**src/rtl/alu_pkg.sv**
```systemverilog
// Shared opcode encoding and the XLEN-agnostic ALU function for the elastic ALU pipeline.
// Operands are passed zero-extended to ALU_MAX_W bits; the caller truncates the result to XLEN.
package alu_pkg;

    typedef enum logic [3:0] {
        OpAdd  = 4'd0,
        OpSub  = 4'd1,
        OpAnd  = 4'd2,
        OpOr   = 4'd3,
        OpXor  = 4'd4,
        OpSll  = 4'd5,
        OpSrl  = 4'd6,
        OpSra  = 4'd7,
        OpSlt  = 4'd8,
        OpSltu = 4'd9
    } alu_op_e;

    localparam int unsigned ALU_OP_LAST = 9;
    localparam int unsigned ALU_MAX_W   = 64;

    function automatic logic alu_op_legal(input logic [3:0] op);
        return op <= 4'(ALU_OP_LAST);
    endfunction

    function automatic logic [ALU_MAX_W-1:0] alu_compute(
        input logic [3:0]           op,
        input logic [ALU_MAX_W-1:0] a,
        input logic [ALU_MAX_W-1:0] b,
        input int unsigned          xlen
    );
        logic [ALU_MAX_W-1:0] a_sx;
        logic [ALU_MAX_W-1:0] b_sx;
        logic [ALU_MAX_W-1:0] res;
        logic [5:0]           shamt;
        int unsigned          pad;
        pad   = ALU_MAX_W - xlen;
        // Re-sign-extend from bit xlen-1 for the signed ops.
        a_sx  = $signed(a << pad) >>> pad;
        b_sx  = $signed(b << pad) >>> pad;
        shamt = b[5:0] & 6'(xlen - 1);
        res   = '0;
        case (op)
            OpAdd:   res = a + b;
            OpSub:   res = a - b;
            OpAnd:   res = a & b;
            OpOr:    res = a | b;
            OpXor:   res = a ^ b;
            OpSll:   res = a << shamt;
            OpSrl:   res = a >> shamt;
            OpSra:   res = $signed(a_sx) >>> shamt;
            OpSlt:   res = ALU_MAX_W'($signed(a_sx) < $signed(b_sx));
            OpSltu:  res = ALU_MAX_W'(a < b);
            default: res = '0;
        endcase
        return res;
    endfunction

endpackage

```
**src/rtl/alu_pipe_slice.sv**
```systemverilog
// One elastic pipeline register: loads when empty or when its content is being taken downstream.
// Flush clears the valid bit; payload holds its last value.
module alu_pipe_slice #(
    parameter int unsigned W = 8
) (
    input  logic         clk,
    input  logic         rst_n,
    input  logic         flush,
    input  logic         in_valid,
    input  logic [W-1:0] in_data,
    output logic         out_valid,
    input  logic         out_ready,
    output logic [W-1:0] out_data
);

    logic         valid_q, valid_d;
    logic [W-1:0] data_q, data_d;
    logic         load;

    always_comb begin
        load    = !valid_q || out_ready;
        valid_d = valid_q;
        data_d  = data_q;
        if (load) begin
            valid_d = in_valid;
            if (in_valid) begin
                data_d = in_data;
            end
        end
        if (flush) begin
            valid_d = 1'b0;
        end
    end

    always_ff @(posedge clk or negedge rst_n) begin
        if (!rst_n) begin
            valid_q <= 1'b0;
            data_q  <= '0;
        end else begin
            valid_q <= valid_d;
            data_q  <= data_d;
        end
    end

    assign out_valid = valid_q;
    assign out_data  = data_q;

endmodule

```
**src/rtl/alu_pipe_elastic.sv**
```systemverilog
// Elastic ALU pipeline: compute on accept into stage 0, then STAGES-1 carry-only slices.
// Ready is derived per stage from the valid bits directly so there is no combinational chain.
module alu_pipe_elastic
    import alu_pkg::*;
#(
    parameter int unsigned XLEN   = 32,
    parameter int unsigned STAGES = 3,
    parameter int unsigned TAG_W  = 4
) (
    input  logic             clk,
    input  logic             rst_n,
    input  logic             in_valid,
    output logic             in_ready,
    input  logic [3:0]       in_op,
    input  logic [XLEN-1:0]  in_a,
    input  logic [XLEN-1:0]  in_b,
    input  logic [TAG_W-1:0] in_tag,
    input  logic             flush,
    output logic             out_valid,
    input  logic             out_ready,
    output logic [XLEN-1:0]  out_result,
    output logic [TAG_W-1:0] out_tag,
    output logic             out_illegal,
    output logic             busy
);

    localparam int unsigned PW = XLEN + TAG_W + 1;

    logic                        legal;
    logic [XLEN-1:0]             s0_result;
    logic [PW-1:0]               s0_data;
    logic [STAGES-1:0]           stage_v;
    logic [STAGES-1:0]           down_rdy;
    logic [STAGES-1:0][PW-1:0]   pay;

    assign legal     = alu_op_legal(in_op);
    assign s0_result = XLEN'(alu_compute(in_op, ALU_MAX_W'(in_a), ALU_MAX_W'(in_b), XLEN));
    assign s0_data   = {~legal, in_tag, s0_result};

    // Stage i may move when out_ready or any later stage is empty (bubbles collapse).
    always_comb begin
        down_rdy = '0;
        for (int unsigned i = 0; i < STAGES; i++) begin
            down_rdy[i] = out_ready;
            for (int unsigned j = i + 1; j < STAGES; j++) begin
                down_rdy[i] = down_rdy[i] | ~stage_v[j];
            end
        end
    end

    assign in_ready = rst_n && !flush && (!stage_v[0] || down_rdy[0]);

    for (genvar i = 0; i < STAGES; i++) begin : g_stage
        logic          v_in;
        logic [PW-1:0] d_in;
        if (i == 0) begin : g_head
            assign v_in = in_valid && in_ready;
            assign d_in = s0_data;
        end else begin : g_body
            assign v_in = stage_v[i-1];
            assign d_in = pay[i-1];
        end
        alu_pipe_slice #(
            .W(PW)
        ) u_slice (
            .clk       (clk),
            .rst_n     (rst_n),
            .flush     (flush),
            .in_valid  (v_in),
            .in_data   (d_in),
            .out_valid (stage_v[i]),
            .out_ready (down_rdy[i]),
            .out_data  (pay[i])
        );
    end

    assign out_valid                           = stage_v[STAGES-1];
    assign {out_illegal, out_tag, out_result}  = pay[STAGES-1];
    assign busy                                = |stage_v;

endmodule

```
**config.mk**
```make
export PLATFORM = sky130hd
export DESIGN_NAME = alu_pipe_elastic
export DESIGN_NICKNAME = d
export VERILOG_FILES = /design/src/rtl/alu_pkg.sv /design/src/rtl/alu_pipe_slice.sv /design/src/rtl/alu_pipe_elastic.sv
export SDC_FILE = /design/constraint.sdc
export NUM_CORES = 1
export LEC_CHECK = 0
export ABC_AREA = 1
export BUFFER_PORTS_ARGS = -buffer_cell sky130_fd_sc_hd__buf_2
export CORE_UTILIZATION = 32
export DETAILED_ROUTE_END_ITERATION = 10
export MAX_ROUTING_LAYER = met4
export SKIP_CTS_REPAIR_TIMING = 1
export SLEW_MARGIN = 20
export SYNTH_ARGS = -nofsm -noshare
export SYNTH_HDL_FRONTEND = slang
export SYNTH_SLANG_ARGS = --single-unit
export TNS_END_PERCENT = 10
```
**constraint.sdc**
```tcl
create_clock -name clk -period 1.7 [get_ports clk]
set_input_delay 0.17 -clock clk [delete_from_list [all_inputs] [get_ports clk]]
set_output_delay 0.17 -clock clk [all_outputs]
set_load 0.01 [all_outputs]
```
Word-level counts from Yosys, hierarchy flattened

Cells that the tools add are included.
Widths: inputs -> output; s select.

Register bits after elaboration: 114
Bits of input ports: 77

Add/sub/neg operators: 2
Order comparisons: 3
Equality and inequality tests: 9
Shift-type cells: 3
Muxes and demuxes: 7
Bitwise operators: 9
Reductions and logical operators: 18

Operators by type and width:

| kind               | count |
|---|---|
| $pmux 32 s10       | 1 |
| $lt 32x32->1       | 2 |
| $add 32x32->32     | 1 |
| $and 32x32->32     | 1 |
| $or 32x32->32      | 1 |
| $shl 32x5->32      | 1 |
| $shr 32x5->32      | 1 |
| $sshr 32x5->32     | 1 |
| $sub 32x32->32     | 1 |
| $xor 32x32->32     | 1 |
| $eq 4x3->1 const B | 4 |
| $eq 4x2->1 const B | 2 |
| $eq 4x4->1 const B | 2 |
| $mux 1             | 6 |
| $reduce_and 2->1   | 3 |
| $reduce_bool 2->1  | 3 |
| $eq 4x1->1 const B | 1 |
| $le 4x4->1 const B | 1 |
| $logic_not 1->1    | 4 |
| $logic_not 4->1    | 1 |
| $logic_and 1x1->1  | 3 |
| $logic_or 1x1->1   | 3 |
| $not 1->1          | 3 |
| $or 1x1->1         | 3 |
| $reduce_or 3->1    | 1 |

Logic depth before layout (Yosys ltp)

Gate-level depths: netlist of run 1.

Word-level depth: 8
Gate-level depth with buffers: 22
Mapped depth without buffers: 18

By module

A second synthesis of run 1 with hierarchy kept.

Cell total of the unflattened synthesis: 2613
Area total of the unflattened synthesis: 14886.8 um2

Modules (own cells, without submodules):

| module           | instances | cells an instance | area an instance (um2) |
|---|---|---|---|
| alu_pipe_elastic | 1         | 2118              | 10314.9 |
| alu_pipe_slice   | 3         | 165               | 1524.0 |

Worst setup path before layout of run 1

Ideal clock, no wire load.

Path kind: input port to flip-flop
From: input in_b[3]
To: register g_stage[0].u_slice.data_q[0]
Arrival time: 2173 ps
Required time: 1583 ps
Slack: -590 ps
Stages: 20
Cells stage by stage: buf_2 > inv_2 > buf_2 > buf_2 > ha_1 > buf_4 > inv_1 > nand2_1 > nand2_1 > nand3_1 > nand2_1 > nand2_1 > nand2_1 > nand2_1 > nand2_1 > nor2_1 > nor2_1 > nand2_1 > nand2_1 > nand2_1

Word-level cells in the longest chain between the ends: 2
Elaborated cells between the ends (all ways): 6
Those cells by class: order compare: 2; shift: 3; mux: 1

RTL lines:

| item                                 | line                   | RTL |
|---|---|---|
| start, declared                      | alu_pipe_elastic.sv:16 | `input logic [XLEN-1:0] in_b,` |
| $lt 32x32->1 (tied with other cells) | alu_pkg.sv:52          | `OpSltu: res = ALU_MAX_W'(a < b);` |
| $pmux 32 s10 *                       | alu_pkg.sv:42          | `case (op)` |
| end signal, assigned                 | alu_pipe_slice.sv:41   | `data_q <= data_d;` |
| end, declared                        | alu_pipe_slice.sv:17   | `logic [W-1:0] data_q, data_d;` |

Mark *: on every way between the ends. The rest lies on a longest branch, timed or not.
A chain may end at the register's enable or synchronous reset.

Worst setup path after layout of run 1

From: input in_b[0]
To: register g_stage[0].u_slice.data_q[21]

Word-level cells in the longest chain between the ends: 2
Elaborated cells between the ends (all ways): 6
Those cells by class: add/sub: 2; shift: 3; mux: 1

RTL lines:

| item                                   | line          | RTL |
|---|---|---|
| $sub 32x32->32 (tied with other cells) | alu_pkg.sv:44 | `OpSub: res = a - b;` |
| $pmux 32 s10 *                         | alu_pkg.sv:42 |  |

Marks and branches as above.

==> results of run 1 <==
-- power groups by stage --
stage	Clock (W)	Combinational [W]	Sequential, W
global route	0.00357	0.00735	0.00365
floorplan	0	0.00282	0.00366
global placement	0	0.00589	0.00361
finish	0.00339	0.00679	0.00357
CTS	0.00345	0.00595	0.00358
detailed placement	0	0.00592	0.00362
-- cell families (layout without fill, tap and decap cells) --
group / count (synthesis) / count (layout) / share of synthesized area [%]
mux: 4 / 4 / 0.307
fa+ha+maj: 100 / 100 / 8.63
simple gates: 1628 / 1628 / 48.0
buf+inv: 484 / 1096 / 13.7
flops: 114 / 114 / 19.4
xor+xnor: 1 / 1 / 0.0597
compound gates: 258 / 258 / 9.84
-- layer usage --
metal,track usage [%],vias to the layer above,part of all wire [%]
li1,-,9505,-
met1,44.5,9147,45
met2,51.4,780,44
met3,3.26,126,6.1
met4,12.6,0,4.7
met5,-,-,0
-- metrics by stage --
step	setup TNS (ps)	hold slack (ps)
2_1_floorplan	-5090	-126
3_3_place_gp	-21230	331
5_1_grt	-2480	251
3_5_place_dp	-21810	330
4_1_cts	-8230	-116
6_report	-315	239
-- synth_stat cells, types with 3 or more instances --
master and instances:
nand2_1 853, nand3_1 450, inv_1 355, nor2_1 194
dfrtp_1 114, a21oi_1 98, ha_1 98, o21ai_0 82
buf_2 60, nand4_1 39, clkbuf_1 27, nand2_2 22
nor3_1 22, o22ai_1 18, o21ai_1 17, o211ai_1 16
and2_1 14, buf_4 12, inv_2 10, buf_6 7
nand3b_1 7, o21bai_1 7, buf_1 6, nor2_2 6
mux2_2 4, nand2_4 4, o2111ai_1 4, and2_4 3
clkbuf_2 3, nor2_4 3, nor4_1 3, o221ai_1 3
-- worst max path at each step --
stage	to	slack, ps	cells after the start
floorplan	g_stage[0].u_slice.out_data[0]	-250	20
detailed placement	g_stage[0].u_slice.out_data[30]	-1000	16
global placement	g_stage[0].u_slice.out_data[30]	-960	16
finish	g_stage[0].u_slice.out_data[21]	-60	15
global route	g_stage[0].u_slice.out_data[0]	-110	16
CTS	g_stage[0].u_slice.out_data[30]	-570	16
-- area by class of cell --
type	instances	area share, %
repair buffers	696	24.4
clock buffers	21	2.05
flip-flops and latches	114	12.7
multi-input cells	1991	50.7
inverters	368	6.36
clock inverters	11	0.473
well taps	600	3.34
-- tightest hold or removal path, cell delays in order --
cell	delay [ps]
buf_2	100
nand2_4	70
inv_6	80
buf_4	110
nand2_1	40
nand2_1	50
-- state kept, by name (all words and copies together), names as in the netlist --
name and count:
g_stage.u_slice.out_data 111, g_stage.u_slice.out_valid 3
-- cells in the final DEF (no fill, tap or decap), types with 37 or more instances in the layout --
cell type,count
buf_2,97
nand2_2,135
o21ai_0,71
dfrtp_1,114
ha_1,59
buf_4,538
nor2_1,133
nand4_1,39
inv_2,56
inv_1,299
nand3_1,404
nand3_2,37
a21oi_1,79
nand2_1,722
==> flow_summary_export.csv, run 1 <==
group,metric,value,unit
outcome,status,"complete, but fails checks",
outcome,violations,"negative setup slack",
floorplanning,die_w,216,µm
synth,synth-seq-cells,114,
cts,clock-root-buffer,"clkbuf_16",
sta,rsz0062_at_grt,"true",
critical_path,cp-end-kind,"register",
power,switching_power,0.00557,W
cells_and_area,regArea,0.00285,mm²
cells_and_area,n_fill_cell,4742,
cts,clk_pin_slew,60,ps
cts,cts_made_buffers,17,
sta,worst_pin_slew,648,ps
global_route,groute.usage.overall,33.2,%
floorplanning,io-pin-count,117,
detailed_routing,wire_per_inst,20.4,µm
synth,synth.top_cell.area_share,21.8,%
detailed_routing,drc,0,
sta,setup_viol,14,
cells_and_area,fin_util,49.7,%
sta,fin_skew,20.3,ps
floorplanning,start_util,32.4,%
sta,timing.fmax,567,MHz
cells_and_area,nets,3365,
critical_path,r2r-start,"g_stage[2].u_slice.out_valid",
critical_path,critPathLaunch,"in_b[0]",
cells_and_area,multi_input_area,0.0114,mm²
sta,fin_crit,1760,ps
synth,synthFlopType,"dfrtp_1",
synth,syn_avg_cell_area,5.67,µm²
critical_path,cp_top_family,"simple AND/OR/NAND/NOR gates",
detailed_routing,antenna_left,0,
critical_path,regToRegEndpoint,"g_stage[0].u_slice.out_data[23]",
place,pre_cts_ws,-1000,ps
sta,drv_slew,0,
cts,insertion_delay,420,ps
place,placedCellCount,3736,
detailed_routing,via_per_inst,5.15,
critical_path,path_class,"in2reg",
power,finalPower,0.0138,W
power,p_sw_share,40.5,%
power,leakage,12.2,nW
power,powerDensity,611,mW/mm²
critical_path,path_max_fanout,10,
critical_path,crit_path_start_kind,"input pin",
power,ir_drop,801,µV
worst_hold_path,holdPathEnd,"g_stage[0].u_slice.out_data[34]",
cells_and_area,drive_above_1_share,36.2,%
worst_hold_path,hold_path.startpoint,"in_valid",
cts,clock_path_buffers,2,
critical_path,cp.arrival,2060,ps
power,p_comb_share,49.4,%
synth,syn-num-nets,2766,
synth,async_flop_share,100,%
critical_path,slowest_delay,230,ps
synth,syn_inst,2589,
synth,ys_top_cells_by_area,"nand2_1 22%, dfrtp_1 19%, nand3_1 15%",
floorplanning,dieArea,0.0467,mm²
synth,synth_seq_area_share,19.4,%
detailed_routing,vias,19600,
worst_hold_path,min_path_cells,6,
flow_run,maxCapViolations,0,
place,hpwl,64400,µm
critical_path,worstPathRequired,1990,ps
floorplanning,core,0.0453,mm²
sta,slew_headroom,56.8,%
sta,setup_ws,-64.0,ps
global_route,grt_antenna_before_repair,0,
critical_path,crit_top_cell,"nand3_1",
detailed_routing,routed_wl,77600,µm
synth,synthesis.area,0.0147,mm²
cells_and_area,instances_no_fill,3801,
power,p_int,0.00818,W
synth,synth_cell_types,50,
place,place_area,0.0199,mm²
critical_path,cp_cell_sequence,"buf_6 > buf_6 > inv_6 > buf_12 > nand2_1 > nand3_1 > nand3_1 > buf_4 > nand3_1 > nand3_1 > nand2_1 > nand3b_1 > o21ai_1 > buf_4 > nand2_1",
synth,yosys_warnings,0,
critical_path,cp.buffers_inverters,6,
cts,cts_tree,"done",
global_route,grt_pass1_wl,113000,µm
cells_and_area,design_area,0.0225,mm²
cts,cts.sinks,114,
power,pwr-share-seq,26.0,%
cells_and_area,antennaDiodeCount,0,
global_route,grt_start_max_net_pins,115,
synth,yosysTopAreaCell,"nand2_1",
critical_path,reg2reg_slack,20,ps
place,io_buffer_count,116,
sta,finalCritPeriodShare,104,%
cts,htree_levels,4,
power,p_clk_share,24.6,%
floorplanning,die_h,216,µm
cells_and_area,area_growth,53.4,%
worst_hold_path,hold_class,"in2reg",
place,gp_congestion,1.02,
floorplanning,rows,78,
critical_path,r2r_cells,15,
critical_path,critPathSlowestCell,"nand3b_1",
sta,hold_viol,0,
global_route,grt-ovfl-total,0,
detailed_routing,firstDrtPassIters,6,
synth,synth_edf_count,0,
detailed_routing,drtIter0Drc,2021,
global_route,grt_pass1_vias,18200,
Power figures use the tool's default switching activity.
==> run 2, diff against run 1 <==
--- a/config.mk
+++ b/config.mk
@@ -10,6 +10,7 @@
 export CORE_UTILIZATION = 32
 export DETAILED_ROUTE_END_ITERATION = 10
 export MAX_ROUTING_LAYER = met4
+export REMOVE_ABC_BUFFERS = 1
 export SKIP_CTS_REPAIR_TIMING = 1
 export SLEW_MARGIN = 20
 export SYNTH_ARGS = -nofsm -noshare
==> run 2 against run 1 <==
  * The run still ends with negative setup slack left
  * Sequential share of layout area shrank 0.054 points
  * Core utilization grew 0.21 points
  * Critical path type unchanged
  * First-iteration DRC count shrank 14%
  * Flip-flop and latch count is the same
  * Largest power group unchanged
  * Cell area grew 0.43%
  * Clock-buffer cell count shrank 4
==> flow_summary_export.csv, run 2 (synthesis gave the netlist of run 1 again) <==
group,metric,value,unit
critical_path,crit_path_start_kind,"input pin",
sta,timing.fmax,572,MHz
place,place_area,0.0201,mm²
power,finalPower,0.0140,W
power,leakage,12.3,nW
place,placedCellCount,3780,
cells_and_area,instances_no_fill,3833,
detailed_routing,firstDrtPassIters,5,
global_route,grt-ovfl-total,0,
critical_path,cp-end-kind,"register",
place,io_buffer_count,116,
global_route,grt_pass1_vias,19000,
global_route,grt_antenna_before_repair,1,
critical_path,path_class,"in2reg",
global_route,groute.usage.overall,34.8,%
detailed_routing,routed_wl,80400,µm
cells_and_area,final_common_cell,"nand2_1",
critical_path,cp.arrival,2070,ps
detailed_routing,via_per_inst,5.17,
cells_and_area,area_growth,54.0,%
detailed_routing,wire_per_inst,21.0,µm
cells_and_area,drive_above_1_share,36.8,%
sta,setup_tns,-92.4,ps
sta,hold_viol,0,
global_route,grt_pass1_wl,118000,µm
floorplanning,dieArea,0.0467,mm²
cts,cts_made_buffers,17,
place,gp_congestion,1.05,
sta,rsz0062_at_grt,"true",
floorplanning,rows,78,
floorplanning,core,0.0453,mm²
sta,fin_skew,23.2,ps
floorplanning,io-pin-count,117,
critical_path,path_max_fanout,3,
power,powerDensity,618,mW/mm²
sta,slew_headroom,56.2,%
sta,fin_crit,1750,ps
sta,drv_slew,0,
detailed_routing,drc,0,
sta,setup_viol,5,
cts,insertion_delay,450,ps
cts,clk_pin_slew,60,ps
cts,cts_tree,"done",
floorplanning,die_h,216,µm
outcome,status,"complete, but fails checks",
power,ir_drop,810,µV
detailed_routing,drtIter0Drc,1728,
floorplanning,die_w,216,µm
cts,htree_levels,4,
floorplanning,start_util,32.4,%
critical_path,worstPathRequired,2020,ps
sta,worst_pin_slew,658,ps
worst_hold_path,hold_class,"in2reg",
cts,clock_path_buffers,2,
outcome,violations,"negative setup slack",
detailed_routing,vias,19800,
detailed_routing,antenna_left,0,
cts,clock-root-buffer,"clkbuf_16",
sta,finalCritPeriodShare,103,%
sta,setup_ws,-48.0,ps
place,hpwl,67300,µm
cells_and_area,largest_reg_flops,111,
cells_and_area,nets,3396,
cells_and_area,final_cell_mix,"739 x nand2_1, 561 x buf_4, 388 x nand3_1",
global_route,grt_start_max_net_pins,115,
flow_run,maxCapViolations,0,
cells_and_area,design_area,0.0226,mm²
cts,cts.sinks,114,
## run 2: layout make-up
class | count | area (µm²)
Inverter | 368 | 1410
Sequential cell | 114 | 2850
Clock buffer | 17 | 425
Antenna cell | 1 | 2.50
Fill cell | 4829 | 22700
Multi-Input combinational cell | 1991 | 11400
Tap cell | 600 | 751
Timing Repair Buffer | 727 | 5650
Clock inverter | 15 | 159
## run 2: per-layer routing
layer  vias to the layer above  track usage, %  part of all wire (%)
met2                       739            54.5                    45
met5                         -               -                     0
li1                       9557               -                     -
met3                       136            4.10                   6.3
met4                         0            15.0                   5.0
met1                      9370            45.2                    44
## run 2: per-stage QoR
stage | utilization [%] | worst slack (ps) | hold slack (ps)
after CTS | 45.6 | -486 | -113
after floorplan | - | -814 | -126
final | 49.9 | -48.0 | 105
after detailed placement | 44.3 | -934 | 354
after global routing | 49.9 | -107 | 134
after global placement | 44.3 | -944 | 350
## run 2: worst paths after layout
path | from | to | cells after the start | slack [ps]
min in group asynchronous | rst_n | g_stage[1].u_slice.out_data[3] | 3 | 390
worst max register to register | g_stage[2].u_slice.out_valid | g_stage[0].u_slice.out_data[11] | 15 | 40
worst max-delay path | in_a[0] | g_stage[0].u_slice.out_data[6] | 15 | -50
worst min register to register | g_stage[0].u_slice.out_data[5] | g_stage[0].u_slice.out_data[5] | 2 | 480
worst min-delay path | in_op[3] | g_stage[0].u_slice.out_data[36] | 3 | 100
max in group asynchronous | rst_n | g_stage[1].u_slice.out_data[23] | 3 | 790
## run 2: power breakdown
group | total [W] | internal, W | switching (W)
combinational | 0.00678 | 0.00281 | 0.00396
sequential | 0.00358 | 0.00329 | 0.000295
clock | 0.00360 | 0.00208 | 0.00152
## run 2: worst max-delay path, stage by stage
cell and delay (ps):
buf_6 100, inv_2 50, ha_4 170, fa_2 390, buf_6 140, inv_4 50, nand3_2 80, nand3_2 100
nand2_1 50, nand3_1 70, nand4_1 260, nor2_2 260, nand2_1 70, nand2_1 50, nand2_1 40
